===== config.mk =====
export PLATFORM = sky130hd
export DESIGN_NAME = gc_input_tracker
export DESIGN_NICKNAME = d
export VERILOG_FILES = /design/src/rtl/gc_input_tracker.sv
export SDC_FILE = /design/constraint.sdc
export NUM_CORES = 1
export LEC_CHECK = 0
export CAP_MARGIN = 25
export CORE_ASPECT_RATIO = 0.75
export CORE_UTILIZATION = 55
export CTS_BUF_LIST = sky130_fd_sc_hd__clkbuf_2
export CTS_CLUSTER_DIAMETER = 80
export DETAILED_ROUTE_END_ITERATION = 8
export HOLD_SLACK_MARGIN = 0.02
export PLACE_DENSITY = 0.82
export SLEW_MARGIN = 20
export SYNTH_ARGS = -nofsm -noshare
export SYNTH_HDL_FRONTEND = slang
export SYNTH_SLANG_ARGS = --single-unit

===== constraint.sdc =====
create_clock -name usClock -period 3.7 [get_ports usClock]
set_input_delay 0.37 -clock usClock [delete_from_list [all_inputs] [get_ports usClock]]
set_output_delay 0.37 -clock usClock [all_outputs]
set_load 0.005 [all_outputs]

===== src/rtl/gc_input_tracker.sv =====
`default_nettype none
// ============================================================================
// gc_input_tracker : GameCube poll snapshot -> button event FIFO + calibrated stick
// Revision 1.0
// ============================================================================
module gc_input_tracker #(
   parameter int FIFO_DEPTH = 8,
   parameter int DEADZONE   = 8
) (
   input  logic        usClock,
   input  logic        Reset_n,
   input  logic        frame_done,
   input  logic [11:0] buttons,
   input  logic [7:0]  joyX,
   input  logic [7:0]  joyY,
   input  logic        recal,
   output logic        evt_valid,
   input  logic        evt_ready,
   output logic [4:0]  evt_code,
   output logic        evt_overflow,
   output logic [7:0]  joyX_cal,
   output logic [7:0]  joyY_cal,
   output logic        cal_valid,
   output logic [15:0] frame_count
);
   localparam int         AW       = $clog2(FIFO_DEPTH);
   localparam int         CW       = AW + 1;
   localparam logic [8:0] C_DZ     = 9'(DEADZONE);
   localparam logic [7:0] C_CENTRE = 8'h80;

   typedef enum logic [1:0] {UNCAL = 2'd0, RUN = 2'd1, EMIT = 2'd2} state_t;

   state_t        state_q;
   logic [11:0]   prev_q, pend_chg_q, pend_btn_q;
   logic [7:0]    cx_q, cy_q, jx_q, jy_q;
   logic          cal_q, ovf_q;
   logic [15:0]   fcnt_q;
   logic [AW-1:0] wr_q, rd_q;
   logic [CW-1:0] cnt_q;
   logic [4:0]    mem_q [FIFO_DEPTH];

   logic [3:0]    lsb_idx;
   logic [11:0]   lsb_mask;
   logic [11:0]   chg;
   logic          push, pop, full, push_ok;
   logic [4:0]    push_code;

   function automatic logic [7:0] calib(input logic [7:0] raw, input logic [7:0] ctr);
      logic signed [8:0] d;
      logic signed [8:0] s;
      logic [8:0]        mag;
      d = $signed({1'b0, raw}) - $signed({1'b0, ctr});
      if (d > 9'sd127)        s = 9'sd127;
      else if (d < -9'sd128)  s = -9'sd128;
      else                    s = d;
      mag = s[8] ? $unsigned(-s) : $unsigned(s);
      return (mag <= C_DZ) ? 8'h00 : s[7:0];
   endfunction

   // Scan downward so the final hit is the lowest set bit.
   always_comb begin
      lsb_idx  = 4'd0;
      lsb_mask = 12'd0;
      for (int i = 11; i >= 0; i--) begin
         if (pend_chg_q[i]) begin
            lsb_idx  = 4'(i);
            lsb_mask = 12'd1 << i;
         end
      end
   end

   assign chg       = buttons ^ prev_q;
   assign push      = (state_q == EMIT) && !recal;
   assign push_code = {pend_btn_q[lsb_idx], lsb_idx};
   assign evt_valid = (cnt_q != '0);
   assign pop       = evt_valid && evt_ready;
   assign full      = (cnt_q == CW'(FIFO_DEPTH));
   assign push_ok   = push && (!full || pop);
   assign evt_code  = evt_valid ? mem_q[rd_q] : 5'd0;

   always_ff @(posedge usClock) begin
      if (push_ok) mem_q[wr_q] <= push_code;
   end

   always_ff @(posedge usClock or negedge Reset_n) begin
      if (!Reset_n) begin
         state_q    <= UNCAL;
         prev_q     <= '0;
         pend_chg_q <= '0;
         pend_btn_q <= '0;
         cx_q       <= C_CENTRE;
         cy_q       <= C_CENTRE;
         jx_q       <= '0;
         jy_q       <= '0;
         cal_q      <= 1'b0;
         ovf_q      <= 1'b0;
         fcnt_q     <= '0;
         wr_q       <= '0;
         rd_q       <= '0;
         cnt_q      <= '0;
      end else begin
         if (pop)     rd_q <= rd_q + AW'(1);
         if (push_ok) wr_q <= wr_q + AW'(1);
         cnt_q <= cnt_q + CW'(push_ok) - CW'(pop);

         // A dropped push or a frame arriving mid-emission both lose events.
         if (recal)
            ovf_q <= 1'b0;
         else if ((push && !push_ok) || ((state_q == EMIT) && frame_done))
            ovf_q <= 1'b1;

         if (recal) begin
            state_q    <= UNCAL;
            cal_q      <= 1'b0;
            jx_q       <= '0;
            jy_q       <= '0;
            pend_chg_q <= '0;
            cx_q       <= C_CENTRE;
            cy_q       <= C_CENTRE;
         end else begin
            case (state_q)
               UNCAL: if (frame_done) begin
                  cx_q    <= joyX;
                  cy_q    <= joyY;
                  prev_q  <= buttons;
                  cal_q   <= 1'b1;
                  state_q <= RUN;
               end
               RUN: if (frame_done) begin
                  prev_q <= buttons;
                  jx_q   <= calib(joyX, cx_q);
                  jy_q   <= calib(joyY, cy_q);
                  fcnt_q <= fcnt_q + 16'd1;
                  if (chg != '0) begin
                     pend_chg_q <= chg;
                     pend_btn_q <= buttons;
                     state_q    <= EMIT;
                  end
               end
               EMIT: begin
                  pend_chg_q <= pend_chg_q & ~lsb_mask;
                  if ((pend_chg_q & ~lsb_mask) == '0) state_q <= RUN;
               end
               default: state_q <= UNCAL;
            endcase
         end
      end
   end

   assign evt_overflow = ovf_q;
   assign joyX_cal     = jx_q;
   assign joyY_cal     = jy_q;
   assign cal_valid    = cal_q;
   assign frame_count  = fcnt_q;

endmodule
`default_nettype wire


==> After elaboration in Yosys (flattened, before gate mapping) <==
Memories as Yosys holds them, arrays and structs flattened.
Index checks and enable logic that the tools add are counted.
{ "totals": {"inputBits": 33, "mem_bits_rw": 40, "regBits": 98, "romBits": 0, "mem_count": 1, "latchBits": 0, "elab_cells": 139} }
{ "memory_table": {"columns": ["memory", "depth", "width", "read_ports", "rd_ports_with_merged_regs", "wr", "line_no", "text"], "rows": [
  ["mem_q", 8, 5, 1, 0, 1, "40", "logic [4:0] mem_q [FIFO_DEPTH];"]
]} }
{ "classes": {"mux": 70, "magnitude_cmp": 7, "reduce_logical": 27, "bitwise": 4, "shift": 0, "add_sub_neg": 9, "multipliers": 0, "eq_ne": 7, "div": 0} }
{ "op_table": {"columns": ["cell", "count"], "rows": [
  ["12-bit two-way mux", 15],
  ["8-bit two-way mux", 14],
  ["9-bit two-way mux", 12],
  ["4-bit two-way mux", 12],
  ["12-bit case mux with 2 select lines", 1],
  ["9-bit by 8-bit > comparator with 1-bit output, second input constant", 2],
  ["9-bit by 4-bit less-or-equal comparator with 1-bit output, second input constant", 2],
  ["9-bit by 8-bit < comparator with 1-bit output, second input constant", 2],
  ["9-bit negator", 2],
  ["8-bit by 8-bit subtractor with 9-bit output", 2],
  ["16-bit by 1-bit adder with 16-bit output, second input constant", 1],
  ["12-bit bitwise AND", 1],
  ["12-bit logical NOT", 1],
  ["12-bit NOT", 1],
  ["12-bit nonzero test", 1],
  ["12-bit XOR", 1],
  ["2-bit two-way mux", 5],
  ["3-bit != test, second input constant", 3],
  ["3-bit AND reduction", 3],
  ["1-bit two-way mux", 8],
  ["4-bit AND reduction", 2],
  ["2-bit nonzero test", 4],
  ["3-bit by 1-bit adder with 3-bit output, second input constant", 2],
  ["2-bit case mux with 3 select lines", 1],
  ["18 further kinds", 26]
]} }

==> Depth between registers and ports, before layout <==
Gate-level depths: netlist of run 1.
{ "depth": {"ltp_word": 18, "ltp_mapped": 13} }

==> Worst setup path before layout of run 1 <==
OpenSTA, ideal clock, no wires.
{ "synth_path": {"kind": "flip-flop to flip-flop", "start": "register pend_chg_q[0]", "end": "memory mem_q[0][4] (data pin)", "t_arrival_ps": 2403, "stages_incl_launch_ff": 5, "slack_ps": 1021, "setup_time_ps": 277, "cell_sequence": "dfrtp_1 > or4_1 > a21oi_1 > mux4_2 > a211oi_1"} }
{ "synth_via": {"elab_chain_len": 3} }
{ "synth_rtl": {"columns": ["item", "line_no", "text"], "rows": [
  ["from (decl)", "34", "logic [11:0] prev_q, pend_chg_q, pend_btn_q;"],
  ["from (signal assigned)", "135", "pend_chg_q <= chg;"],
  ["from (signal assigned)", "141", "pend_chg_q <= pend_chg_q & ~lsb_mask;"],
  ["4-bit two-way mux", "65", "if (pend_chg_q[i]) begin"],
  ["via lsb_idx[2]", "42", "logic [3:0] lsb_idx;"],
  ["1-bit binary-select mux with 4-bit select", "74", "assign push_code = {pend_btn_q[lsb_idx], lsb_idx};"],
  ["1-bit two-way mux (implied by the code)", "74", null],
  ["via push_code[4]", "46", "logic [4:0] push_code;"],
  ["to (decl)", "40", null]
]} }
The timed path passes the listed nets, and every way through them passes these cells. The select of a mux whose other input is x is not followed.

==> Final worst setup path of run 1 <==
{ "layout_path": {"start": "register rd_q[0]", "end": "output port evt_code[4]"} }
{ "layout_via": {"elab_chain_len": 2} }
{ "layout_rtl": {"columns": ["item", "line_no", "text"], "rows": [
  ["from (decl)", "38", "logic [AW-1:0] wr_q, rd_q;"],
  ["from (signal assigned)", "102", "if (pop) rd_q <= rd_q + AW'(1);"],
  ["memory read 8 x 5 bit", null, null],
  ["5-bit two-way mux", "79", "assign evt_code = evt_valid ? mem_q[rd_q] : 5'd0;"],
  ["to (decl)", "19", "output logic [4:0] evt_code,"]
]} }
Every way passes these cells.

==> results of run 1 <==
==> through the flow <==
stage / instance area, µm² / worst slack, ps
3_3_place_gp: 8140 / 679
5_1_grt: 8440 / 208
3_5_place_dp: 8140 / 493
6_report: 8440 / 427
2_1_floorplan: 7230 / 1020
4_1_cts: 8390 / 316
==> registers in the layout (all words and copies together) (netlist names), 8 cells and up <==
name,cells
joyX_cal,8
cy_q,8
frame_count,16
joyY_cal,8
pend_btn_q,12
mem_q,40
prev_q,12
pend_chg_q,12
cx_q,8
==> layer usage <==
metal | vias up | part of all wire, %
met4 | 0 | 0.93
met1 | 2619 | 48
li1 | 2531 | -
met5 | - | 0
met3 | 19 | 6.2
met2 | 212 | 45
==> path summary, 6_finish.rpt <==
check / startpoint / endpoint
max in group asynchronous: Reset_n / cnt_q[0]$_DFF_PN0_
worst max-delay path: rd_q[0]$_DFFE_PN0P_ / evt_code[4]
min in group asynchronous: Reset_n / joyY_cal[2]$_DFFE_PN0P_
worst min-delay path: joyX[0] / cx_q[0]$_DFFE_PN0P_
worst min register to register: frame_count[15]$_DFFE_PN0P_ / frame_count[15]$_DFFE_PN0P_
worst max register to register: pend_chg_q[0]$_DFFE_PN0P_ / mem_q[5][4]$_DFFE_PP_
==> cell usage after synthesis, types with 7 or more instances <==
master	count	area, µm²
dfrtp_1	96	2400
nor2_1	61	229
nand2_1	55	206
inv_1	43	161
edfxtp_1	40	1200
o21ai_0	37	185
xnor2_1	28	245
ha_1	27	338
mux2_2	27	304
a21oi_1	22	110
clkbuf_1	18	67.6
nor3_1	17	85.1
a22o_1	14	123
xor2_1	14	123
mux4_2	11	248
nand3_1	11	55.1
mux2i_1	9	90.1
nand2b_1	9	56.3
nand4_1	8	50.1
o21ai_1	8	40.0
nor2b_1	7	43.8
==> worst reg2reg max path, stage by stage, from the launching register on <==
cell and delay, ps:
dfrtp_1 500, or4_1 600, a21oi_1 550, mux4_2 590
a211oi_1 700
==> power breakdown <==
group	total [mW]	internal, mW	switching, mW	leakage, nW
registers	2.10	1.84	0.256	1.64
logic	1.47	0.756	0.710	1.73
clock network	0.896	0.315	0.581	0.141
total	4.46	2.91	1.55	3.51
==> logic make-up after synthesis <==
group	synth area share [%]
buffers and inverters	3.58
xor gates and xnor gates	5.09
AOI/OAI and AO/OA	12.8
adders and majority gates	6.06
muxes	8.88
DFF	50.6
and+or+nand+nor	13.0
==> what timing repair did <==
| item | 4_1_cts | 5_1_grt |
|---|---|---|
| hold buffers | 1 | 1 |
| hold endpoints to repair | 70 | 16 |
| buffers inserted | 0 | 0 |
| resized for setup | 0 | 0 |
==> area by class of cell <==
type	instances	area, µm²	share of cell area, %
flip-flops and latches	138	3660	43.3
multi-input cells	455	3320	39.3
repair buffers	87	856	10.1
well taps	166	208	2.46
inverters	44	165	1.96
clock inverters	14	148	1.75
clock buffers	18	90.1	1.07
==> results_dict.tcl, run 1 <==
set metrics [dict create \
    crit_cells 4 \
    grt_setup_unrepaired "false" \
    status "complete, no violations" \
    final_common_cell "dfrtp_1" \
    drive_above_1_share_pct 13.9 \
    dp_hpwl_um 11400 \
    reg2regPathDepth 4 \
    final_cell_mix "96 x dfrtp_1, 71 x clkdlybuf4s50_1, 60 x nor2_1" \
    grt_overflow 0 \
    crit_path_end_kind "output port" \
    slowest_stage "dfrtp_1" \
    finalSetupTns_ps 0 \
    tritoncts "yes" \
    clock_skew_ps 41.6 \
    htree_levels 4 \
    use_met3_pct 4.75 \
    worst-path-buf-inv 1 \
    period_needed_ps 3270 \
    cts-root-buf "clkbuf_2" \
    synth_enable_flop_cells 40 \
    nFillCells 935 \
    critPathMaxStageDelay_ps 870 \
    clkSinkCount 138 \
    whs_ps 242 \
    viasPerCell 5.84 \
    drtIter0Drc 531 \
    nets 806 \
    met1_usage_pct 36.1 \
    firstDrtPassIters 6 \
    p_per_area_nw_per_um2 528 \
    seq_area_frac_synth_pct 50.6 \
    fp.dieH_um 101 \
    fin_crit_sh_pct 88.5 \
    grt_pass1_vias 5095 \
    reg2reg_slack_ps 440 \
    clk_pin_slew_ps 230 \
    max_slew_margin_pct 46.6 \
    max-cap-violations 0 \
    max_freq_mhz 306 \
    drc 0 \
    tightest_slew_ps 796 \
    grt_pass1_wl_um 25600 \
    numCtsBuffers 17 \
    routabilityCongestion 0.952 \
    ant_nets 0 \
    cp_max_fo 12 \
    top_usage_layer "met2" \
    slew_viol_final 0 \
    dp_cells 886 \
    crit_type "reg -> out" \
    synth_cell_type_count 70 \
    antenna_cells 0 \
    crit_required_ps 3330 \
    io_buffers 72 \
    die_w_um 134 \
    layoutNonFillerInstCount 922 \
    antenna_found_initial 0 \
    syn_nets 723 \
    track_usage_pct 24.5 \
    holdCritPathClass "in -> reg" \
    fin_total_pwr_mw 4.46 \
    initial_core_util_pct 57.7 \
    cts.path.max_buffers 2 \
    rows 35 \
    wire_per_inst_um 16.7 \
    critPathArrivalTime_ps 2900 \
    path_cells "mux4_2 > mux2i_1 > nor2_1 > clkdlybuf4s50_1" \
    fin_util_pct 67.4 \
    globalRouteMet2Util_pct 37.0 \
    path_delay_family "flip-flops" \
    yosysWarnings 0 \
    die_area_um2 13600 \
    synthArstFlopShare_pct 71.0 \
    num_vias 5381 \
    area_growth_pct 16.7 \
    drt_wl_total_um 15400 \
    core_area_um2 12500 \
    final_hold_viol_count 0 \
    synthCells 660 \
    setup_viol 0 \
    hold_depth 3 \
    ios 73 \
    synth_area_um2 7230 \
    synth-main-ff-cell "dfrtp_1" \
    ys_ff_latch 138 \
    avgSynthCellArea_um2 11.0 \
    clk_latency_ps 720 \
    grt_max_degree 74 \
    critPathLaunchType "flop" \
    leakage_nw 3.51 \
    ir_worst_vdd_v 0.000322 \
]
Power figures use the tool's default switching activity.
==> run 2: changes to the inputs <==
Settings changed: CORE_MARGIN from default to 2.
==> run 2 against run 1 <==
  * Clock power shrank 2%
  * Non-clock buffer count shrank 4
  * First-iteration DRC count shrank 16%
  * Flip-flop and latch count is the same
  * Critical endpoint is now evt_code[3]
  * Clock skew shrank 18 ps
  * Power grew 0.14%
  * Via count shrank 1.6%
==> results_dict.tcl, run 2 (synthesized netlist as in run 1, its figures left out) <==
set metrics [dict create \
    status "complete, no violations" \
    rows 36 \
    setup_viol 0 \
    tightest_slew_ps 835 \
    fp.dieH_um 103 \
    die_w_um 136 \
    ios 73 \
    max-cap-violations 0 \
    hold_depth 3 \
    clkSinkCount 138 \
    ir_worst_vdd_v 0.000429 \
    crit_path_end_kind "output port" \
    p_comb_share_pct 33.2 \
    antenna_cells 0 \
    cts.path.max_buffers 2 \
    htree_levels 4 \
    final_common_cell "dfrtp_1" \
    slew_viol_final 0 \
    layoutNonFillerInstCount 923 \
    reg2reg_slack_ps 500 \
    core_area_um2 12900 \
    viasPerCell 5.73 \
    drtIter0Drc 446 \
    p_int_mw 2.97 \
    num_vias 5293 \
    grt_setup_unrepaired "false" \
    critPathArrivalTime_ps 2830 \
    ant_nets 0 \
    hold_buffers 1 \
    clkPwrFrac_pct 19.8 \
    fin_crit_sh_pct 86.5 \
    drc 0 \
    nFillCells 991 \
    grt_pass1_vias 5293 \
    design_area_um2 8380 \
    firstDrtPassIters 5 \
    cts-root-buf "clkbuf_2" \
    max_slew_margin_pct 43.9 \
    dp_cells 889 \
    grt_pass1_wl_um 26000 \
    max_freq_mhz 312 \
    top_register "mem_q" \
    finalSetupTns_ps 0 \
    sw_frac_of_total_pct 33.5 \
    worstReg2RegStart "pend_chg_q[0]$_DFFE_PN0P_" \
    path_delay_family "flip-flops" \
    nets 802 \
    drt_wl_total_um 15700 \
    largest_register_ff_count 40 \
    crit_type "reg -> out" \
    pwr-share-seq_pct 47.0 \
    place_area_um2 8130 \
    grt_overflow 0 \
    cts_resized 0 \
    clk_pin_slew_ps 180 \
    clock_skew_ps 23.3 \
    cts_setup_buffers 0 \
    routabilityCongestion 0.879 \
    numCtsBuffers 17 \
    crit_required_ps 3330 \
    period_needed_ps 3200 \
    io_buffers 72 \
    reg2regPathDepth 5 \
    clk_latency_ps 700 \
    path_cells "mux4_2 > mux2i_1 > nor2_1 > clkdlybuf4s50_1" \
    cp_max_fo 12 \
    min_to "cy_q[7]$_DFFE_PN1P_" \
    fin_total_pwr_mw 4.46 \
    wire_per_inst_um 17.0 \
    track_usage_pct 24.1 \
    die_area_um2 14100 \
    r2r-end "mem_q[3][4]$_DFFE_PP_" \
    p_per_area_nw_per_um2 533 \
    final_hold_viol_count 0 \
    min_from "joyY[7]" \
    antenna_found_initial 0 \
    dp_hpwl_um 11500 \
    grt_max_degree 63 \
    worst-path-buf-inv 1 \
    area_growth_pct 16.0 \
    tritoncts "yes" \
    critPathLaunchType "flop" \
    initial_core_util_pct 55.9 \
    p_sw_mw 1.50 \
    leakage_nw 3.48 \
    critPathMaxStageDelay_ps 850 \
    drive_above_1_share_pct 12.8 \
    slowest_stage "dfrtp_1" \
    holdCritPathClass "in -> reg" \
    final_cell_mix "96 x dfrtp_1, 71 x clkdlybuf4s50_1, 60 x nor2_1" \
]
==> run 2: power by group through the flow <==
stage	logic, mW	registers [mW]	clock network (mW)
finish	1.48	2.10	0.882
global route	1.65	2.14	0.979
floorplan	1.05	2.00	0
global placement	1.40	2.11	0
CTS	1.48	2.10	0.915
detailed placement	1.46	2.13	0
==> run 2: worst min-delay path, delay by kind of cell <==
kind                   cells  cell delay, ps
AND/OR/NAND/NOR            1             120
buffers and inverters      1             430
AO/OA/AOI/OAI              1              50
==> run 2: layer usage <==
layer	up-vias	global-route usage, %	wire length (µm)
met5	-	0	0
met4	0	7.45	214
met3	24	6.19	729
met2	154	37.6	7060
met1	2588	33.8	7650
li1	2527	-	-
==> run 2: worst max-delay path by stage <==
| stage | from | to | slack [ps] | depth (start not counted) |
|---|---|---|---|---|
| after floorplan | pend_chg_q[0]$_DFFE_PN0P_ | mem_q[0][4]$_DFFE_PP_ | 1020 | 4 |
| after global placement | pend_chg_q[0]$_DFFE_PN0P_ | mem_q[0][4]$_DFFE_PP_ | 510 | 4 |
| after detailed placement | pend_chg_q[0]$_DFFE_PN0P_ | mem_q[2][4]$_DFFE_PP_ | 150 | 4 |
| after CTS | pend_chg_q[0]$_DFFE_PN0P_ | mem_q[3][4]$_DFFE_PP_ | 80 | 4 |
| after global routing | rd_q[0]$_DFFE_PN0P_ | evt_code[3] | 200 | 4 |
| final | rd_q[0]$_DFFE_PN0P_ | evt_code[3] | 500 | 4 |
==> run 2: per-stage QoR <==
| stage | hold WS [ps] | setup WS [ps] | util (%) |
|---|---|---|---|
| floorplan | 74.4 | 1020 | - |
| global route | 153 | 200 | 64.8 |
| global placement | 459 | 509 | 62.9 |
| CTS | 164 | 80.4 | 64.8 |
| finish | 249 | 500 | 64.8 |
| detailed placement | 466 | 153 | 62.9 |
==> run 2: layout make-up <==
class                           instances  area [µm²]  area share, %
Clock inverter                         12         130           1.55
Multi-Input combinational cell        455        3320           39.6
Sequential cell                       138        3660           43.6
Clock buffer                           20         100           1.19
Tap cell                              171         214           2.55
Timing Repair Buffer                   83         801           9.55
Inverter                               44         165           1.97
